File: config.mk
export PLATFORM = sky130hd
export DESIGN_NAME = inst_decode_stage
export DESIGN_NICKNAME = d
export VERILOG_FILES = /design/src/rtl/inst_decode_stage.sv
export SDC_FILE = /design/constraint.sdc
export NUM_CORES = 1
export LEC_CHECK = 0
export CORE_UTILIZATION = 49
export CTS_BUF_LIST = sky130_fd_sc_hd__clkbuf_4
export DETAILED_ROUTE_END_ITERATION = 8
export GPL_TIMING_DRIVEN = 0
export HOLD_SLACK_MARGIN = 0.02
export MAX_ROUTING_LAYER = met4
export PLACE_DENSITY = 0.81
export SYNTH_ARGS = -nofsm -noshare
export SYNTH_HDL_FRONTEND = slang
export SYNTH_SLANG_ARGS = --single-unit
File: constraint.sdc
create_clock -name clk -period 1.88 [get_ports clk]
set_input_delay 0.376 -clock clk [delete_from_list [all_inputs] [get_ports clk]]
set_output_delay 0.376 -clock clk [all_outputs]
set_load 0.05 [all_outputs]
File: src/rtl/inst_decode_stage.sv
// RV32I decode stage: opcode -> immediate format, registered behind a two-entry skid buffer.
// Optional DECODE_CSR_EN: decode SYSTEM opcode (CSR immediates) instead of flagging it illegal.
module inst_decode_stage (
    input  logic        clk,
    input  logic        rst_n,
    input  logic        flush,
    input  logic        in_valid,
    output logic        in_ready,
    input  logic [31:0] in_inst,
    input  logic [31:0] in_pc,
    output logic        out_valid,
    input  logic        out_ready,
    output logic [31:0] out_inst,
    output logic [31:0] out_pc,
    output logic [31:0] out_imm,
    output logic [2:0]  out_fmt,
    output logic        out_illegal
);

    typedef enum logic [2:0] {
        FMT_R   = 3'd0,
        FMT_I   = 3'd1,
        FMT_S   = 3'd2,
        FMT_B   = 3'd3,
        FMT_U   = 3'd4,
        FMT_J   = 3'd5,
        FMT_CSR = 3'd6,
        FMT_ILL = 3'd7
    } fmt_e;

    typedef struct packed {
        logic [31:0] inst;
        logic [31:0] pc;
        logic [31:0] imm;
        logic [2:0]  fmt;
        logic        ill;
    } beat_t;

    fmt_e        dec_fmt;
    logic [31:0] dec_imm;
    beat_t       in_beat;
    logic        accept;

    beat_t main_q, main_d;
    beat_t skid_q, skid_d;
    logic  main_valid_q, main_valid_d;
    logic  skid_valid_q, skid_valid_d;

    always_comb begin
        dec_fmt = FMT_ILL;
        unique case (in_inst[6:0])
            7'b0110111, 7'b0010111: dec_fmt = FMT_U;
            7'b1101111:             dec_fmt = FMT_J;
            7'b1100111, 7'b0000011,
            7'b0010011, 7'b0001111: dec_fmt = FMT_I;
            7'b1100011:             dec_fmt = FMT_B;
            7'b0100011:             dec_fmt = FMT_S;
            7'b0110011:             dec_fmt = FMT_R;
            7'b1110011: begin
`ifdef DECODE_CSR_EN
                dec_fmt = in_inst[14] ? FMT_CSR : FMT_I;
`else
                dec_fmt = FMT_ILL;
`endif
            end
            default:                dec_fmt = FMT_ILL;
        endcase
    end

    always_comb begin
        dec_imm = '0;
        unique case (dec_fmt)
            FMT_I:   dec_imm = {{20{in_inst[31]}}, in_inst[31:20]};
            FMT_S:   dec_imm = {{20{in_inst[31]}}, in_inst[31:25],
                                in_inst[11:7]};
            FMT_B:   dec_imm = {{19{in_inst[31]}}, in_inst[31],
                                in_inst[7], in_inst[30:25],
                                in_inst[11:8], 1'b0};
            FMT_U:   dec_imm = {in_inst[31:12], 12'b0};
            FMT_J:   dec_imm = {{11{in_inst[31]}}, in_inst[31],
                                in_inst[19:12], in_inst[20],
                                in_inst[30:21], 1'b0};
            FMT_CSR: dec_imm = {27'b0, in_inst[19:15]};
            default: dec_imm = '0;
        endcase
    end

    assign in_beat = '{inst: in_inst,
                       pc:   in_pc,
                       imm:  dec_imm,
                       fmt:  dec_fmt,
                       ill:  (dec_fmt == FMT_ILL)};

    assign accept = in_valid && !skid_valid_q;

    // Skid can only be occupied while main is stalled, so it never coexists
    // with an accept; draining always promotes skid before taking new input.
    always_comb begin
        main_d       = main_q;
        skid_d       = skid_q;
        main_valid_d = main_valid_q;
        skid_valid_d = skid_valid_q;
        if (flush) begin
            main_valid_d = 1'b0;
            skid_valid_d = 1'b0;
        end else if (!main_valid_q || out_ready) begin
            if (skid_valid_q) begin
                main_d       = skid_q;
                main_valid_d = 1'b1;
                skid_valid_d = 1'b0;
            end else begin
                main_valid_d = accept;
                if (accept) begin
                    main_d = in_beat;
                end
            end
        end else if (accept) begin
            skid_d       = in_beat;
            skid_valid_d = 1'b1;
        end
    end

    always_ff @(posedge clk or negedge rst_n) begin
        if (!rst_n) begin
            main_q       <= '0;
            skid_q       <= '0;
            main_valid_q <= 1'b0;
            skid_valid_q <= 1'b0;
        end else begin
            main_q       <= main_d;
            skid_q       <= skid_d;
            main_valid_q <= main_valid_d;
            skid_valid_q <= skid_valid_d;
        end
    end

    assign in_ready    = !skid_valid_q;
    assign out_valid   = main_valid_q;
    assign out_inst    = main_q.inst;
    assign out_pc      = main_q.pc;
    assign out_imm     = main_q.imm;
    assign out_fmt     = main_q.fmt;
    assign out_illegal = main_q.ill;

endmodule

### After elaboration in Yosys (flattened, before gate mapping)

Index checks and enable logic that the tools add are counted.

| word-level totals | value |
|---|---|
| output and inout bits | 102 |
| word-level logic and storage cells | 52 |
| bits of input ports | 69 |
| bits in registers | 202 |

| operators by class | value |
|---|---|
| eq/ne operators | 17 |
| bitwise operators | 2 |
| reduce and logical (&&, ||, !) cells | 11 |
| muxes and demuxes | 10 |

Operators by type and width:

| cell | number |
|---|---|
| 100-bit 2-to-1 mux | 2 |
| 32-bit one-hot mux with 6 select lines | 1 |
| 7-bit by 6-bit equality test with 1-bit output, second input constant | 3 |
| 7-bit equality test, second input constant | 3 |
| 3-bit one-hot mux with 6 select lines | 1 |
| 7-bit by 5-bit equality test with 1-bit output, second input constant | 2 |
| 3-bit equality test, second input constant | 4 |
| 7-bit by 2-bit equality test with 1-bit output, second input constant | 1 |
| 7-bit by 4-bit equality test with 1-bit output, second input constant | 1 |
| 3-bit by 2-bit equality test with 1-bit output, second input constant | 2 |
| 1-bit 2-to-1 mux | 6 |
| 3-bit AND reduction | 2 |
| 2-bit nonzero test | 2 |
| 4-bit OR reduction | 1 |
| 3-bit by 1-bit equality test with 1-bit output, second input constant | 1 |
| 3-bit nonzero test | 1 |
| 1-bit logical NOT | 2 |
| 1-bit NOT | 2 |
| 2-bit OR reduction | 1 |
| 1-bit logical AND | 1 |
| 1-bit logical OR | 1 |

### Depth between registers and ports, before layout

| depth | value |
|---|---|
| depth after elaboration | 7 |
| gate-level depth with buffers | 8 |
| depth with buffers taken out | 4 |

### Worst setup path after synthesis

Ideal clock, no wire load.

| path | value |
|---|---|
| path kind | register -> register |
| start | register main_valid_q (netlist: out_valid) |
| end | register main_q, in the netlist out_imm[1] |
| data required time | 1.754 ns |
| period minus slack after synthesis | 1.992 ns |
| arrival time | 1.866 ns |
| setup time | 0.126 ns |
| slack | -0.112 ns |
| path buffers | 2 |
| cell stages (with the launch flop) | 6 |
| cells stage by stage | dfrtp_1 > nor2b_1 > or3_1 > buf_2 > clkbuf_1 > a221o_1 |

| on the way | value |
|---|---|
| longest elaborated chain between the ends | 3 |

Ends and longest elaborated chain:

| what | RTL line | RTL |
|---|---|---|
| from (decl) | 46 | `logic main_valid_q, main_valid_d;` |
| from (signal assigned) | 132 | `main_valid_q <= main_valid_d;` |
| 1-bit logical NOT | 106 | `end else if (!main_valid_q \|\| out_ready) begin` |
| 1-bit logical OR | 106 |  |
| 3-bit AND reduction (no source line) | n/a |  |
| to (signal assigned) | 130 | `main_q <= main_d;` |
| to (decl) | 44 | `beat_t main_q, main_d;` |

No other way between the ends.
A chain may end at the register's enable or synchronous reset.

### Final worst setup path

| path | value |
|---|---|
| start | register skid_valid_q |
| end | register main_q, in the netlist out_imm[21] |

| on the way | value |
|---|---|
| longest elaborated chain between the ends | 4 |
| elaborated cells on any way between the ends | 5 |
| classes of those cells | mux (1); reduce/logical (4) |

Ends and longest elaborated chain:

| what | RTL line | RTL |
|---|---|---|
| from (decl) | 47 | `logic skid_valid_q, skid_valid_d;` |
| from (signal assigned) | 133 | `skid_valid_q <= skid_valid_d;` |
| 1-bit logical NOT | 94 | `assign accept = in_valid && !skid_valid_q;` |
| 1-bit logical AND | 94 |  |
| 2-bit nonzero test (no source line) | n/a |  |
| 3-bit AND reduction (no source line) | n/a |  |

Several ways; a longest one is shown, not always the timed one.

==> results.cfg <==
[routing]
routed.top_layer = met4
wl_per_cell_um = 18.2
ant_nets = 0
met1_length_um = 10600
vias = 7955
first_iter_violations = 625
drc_errors = 1
viasPerCell = 5.60
dr.pass1.iters = 7
route.met3.wl_um = 2230
wl_um = 25800
wl_met2_um = 12100

[flow_run]
cap_viol_max_count = 0

[synthesis]
synthCells = 935
synth-edff-count = 0
synth_seq_cells = 202
synthAdderAreaFrac = 0
yosys_most_used_dff = dfrtp_1
synth_top_area_frac = 0.569
synth_nets = 1004
yosysUniqueCellTypes = 57
syn_area_mm2 = 0.00889
seq_area_frac_synth = 0.569
synth-simple-area-share = 0.197
avgSynthCellArea_um2 = 9.50
synth_top_family_by_area = simple AND/OR/NAND/NOR gates
synth_xor_area_frac = 0
synth_compound_area_frac = 0.128
synth_top_area_cell = dfrtp_1
synth_area_leaders = dfrtp_1 57%, nand2_1 13%, mux2i_1 7.1%
synthMuxAreaShare = 0.0735
yosysWarnings = 0
ys_async_sr_fraction = 1.00

[setup_path]
timing.rr.start = skid_valid_q$_DFFE_PN0P_
end_kind = flip-flop
path_class = reg2reg
required_ps = 2380
worst-r2r-setup-slack_ps = -10
start_kind = flip-flop
timing.rr.end = out_imm[21]$_DFFE_PN0P_
cp_max_fo = 6
r2r_cells = 5
worstPathArrival_ps = 2390

[floorplanning]
io_pins = 171
coreArea_mm2 = 0.0175
rows = 48
die_x_um = 137
die-area_mm2 = 0.0187
initial_core_util = 0.508
fp.dieH_um = 137

[grt]
grt_usage = 0.294
grt_pass1_wl_um = 40700
grt_max_degree = 110
grt-ovfl-total = 0
grt_pass1_vias = 7769
antenna_found_initial = 1

[clock_network]
cts_root_buf = clkbuf_4
cts_tree = built
insertion_delay_ps = 650
htreeDepth = 2
clockBufferDepth = 3
cts.sink_count = 202
cts.clk_slew.worst_paths_ps = 70
cts-buffers-inserted = 51

[hold_path]
hold_path.class = in2reg
worstHoldStart = in_pc[20]
min_to = skid_q[56]$_DFFE_PN0P_
holdPathStages = 3

[sta]
min_period_ps = 1890
grt_setup_unrepaired = true
maxSlewHeadroom = 0.455
fin_skew_ps = 26.4
finalSetupViolations = 3
max_freq_ghz = 0.528
post-route-period-util = 1.01
hold_violations = 0
slew_violations = 0
finalWorstSetupSlack_ps = -12.7
tightestPinTransition_ps = 817

[power]
irDropWorstVdd_mv = 0.657
power.leakage_nw = 5.34
power_density_mw_per_mm2 = 1030
total_power_w = 0.0123

[place]
portBuffers = 169
hpwl_um = 17600
place_inst = 1330
place_congestion = 0.931

[final_layout]
final_cell_mix = 304 x nand2_1, 200 x dfrtp_1, 101 x clkdlybuf4s15_2
fin_cells = 1421
layout_commonest_cell = nand2_1
fin_nets = 1237
drive_above_1_share = 0.228
syn_to_final_growth_pct = 34.6

[run_status]
violations = design-rule violations, negative setup slack
status = finished, violations left
==> per-layer routing <==
| layer | GRT usage | up-vias |
|---|---|---|
| li1 | - | 3663 |
| met1 | 0.378 | 3821 |
| met2 | 0.455 | 395 |
| met3 | 0.0507 | 76 |
| met4 | 0.140 | 0 |
| met5 | - | - |
==> metrics by stage <==
| stage | setup WS, ps | TNS, ps | hold WS, ps | cell area [um2] | utilization |
|---|---|---|---|---|---|
| after floorplan | 13.7 | 0 | 80.4 | 8890 | - |
| after global placement | -8700 | -1726510 | 456 | 10900 | 0.622 |
| after detailed placement | -822 | -127040 | 459 | 10900 | 0.623 |
| after CTS | -100 | -100 | 262 | 11800 | 0.678 |
| after global routing | -18.2 | -66.9 | 276 | 12000 | 0.684 |
| final | -12.7 | -15.2 | 301 | 12000 | 0.684 |
==> worst max-delay path: stages, from the launching register on <==
cell and delay, ps:
dfrtp_2 480, or3b_4 460, or3_4 390, o41ai_4 90, buf_4 240, a211oi_1 80
==> registers in the layout (all words and copies together), names as in the netlist <==
name	flops
out_illegal	1
out_fmt	3
out_valid	1
skid_valid_q	1
out_pc	32
out_imm	32
skid_q	100
out_inst	32
==> power breakdown <==
| group | leakage [nW] | switching (W) | internal, W | total (W) |
|---|---|---|---|---|
| Sequential | 2.54 | 0.000413 | 0.00508 | 0.00549 |
| Combinational | 2.44 | 0.00213 | 0.00104 | 0.00317 |
| Clock | 0.368 | 0.00170 | 0.00193 | 0.00363 |
| Total | 5.34 | 0.00425 | 0.00804 | 0.0123 |
==> timing repair <==
| item | CTS | global route |
|---|---|---|
| cloned | 1 | 0 |
| endpoints found under the setup margin | 296 | 178 |
| resized for setup | 367 | 47 |
| setup buffers | 5 | 5 |
| hold endpoints to repair | 108 | 0 |
| hold buffers | 1 | 0 |
| pin swaps | 0 | 2 |
==> synth_stat cells, types with 4 or more instances <==
cell type	count
a21oi_1	15
nor2_1	47
o211ai_1	12
nand2b_1	5
nand2_1	304
o22ai_1	6
o21ai_0	77
a32oi_1	4
o21ai_1	5
clkbuf_1	39
nor3_1	24
and2_1	4
buf_1	12
buf_2	11
nor2b_1	9
a31oi_1	14
inv_1	8
a211oi_1	20
mux2i_1	63
a22oi_1	4
dfrtp_1	202
a221o_1	4
==> kinds of logic (layout without fill, tap and decap cells) <==
family / Yosys count / count (layout)
multiplexers: 65 / 65
flip-flops: 202 / 202
other: 0 / 1
AND/OR/NAND/NOR: 418 / 418
buffers and inverters: 72 / 332
AO/OA/AOI/OAI: 178 / 178
==> worst max-delay path by stage <==
stage / start / endpoint / cells after the start
2_1_floorplan: out_valid$_DFFE_PN0N_ / out_pc[17]$_DFFE_PN0P_ / 7
3_3_place_gp: rst_n / out_valid$_DFFE_PN0N_ / 1
3_5_place_dp: in_inst[5] / out_imm[12]$_DFFE_PN0P_ / 6
4_1_cts: skid_valid_q$_DFFE_PN0P_ / in_ready / 4
5_1_grt: in_inst[4] / out_imm[30]$_DFFE_PN0P_ / 7
6_report: skid_valid_q$_DFFE_PN0P_ / out_imm[21]$_DFFE_PN0P_ / 5
==> cell type report <==
| class | count | area [um2] |
|---|---|---|
| buffer | 62 | 357 |
| fill | 1340 | 5510 |
| clock buffer | 75 | 563 |
| antenna | 1 | 2.50 |
| timing repair buffer | 182 | 1950 |
| multi-input combinational | 661 | 3660 |
| sequential | 202 | 5060 |
| tap | 225 | 282 |
| inverter | 8 | 42.5 |
| clock inverter | 5 | 45.0 |
(Power assumes the default switching activity.)
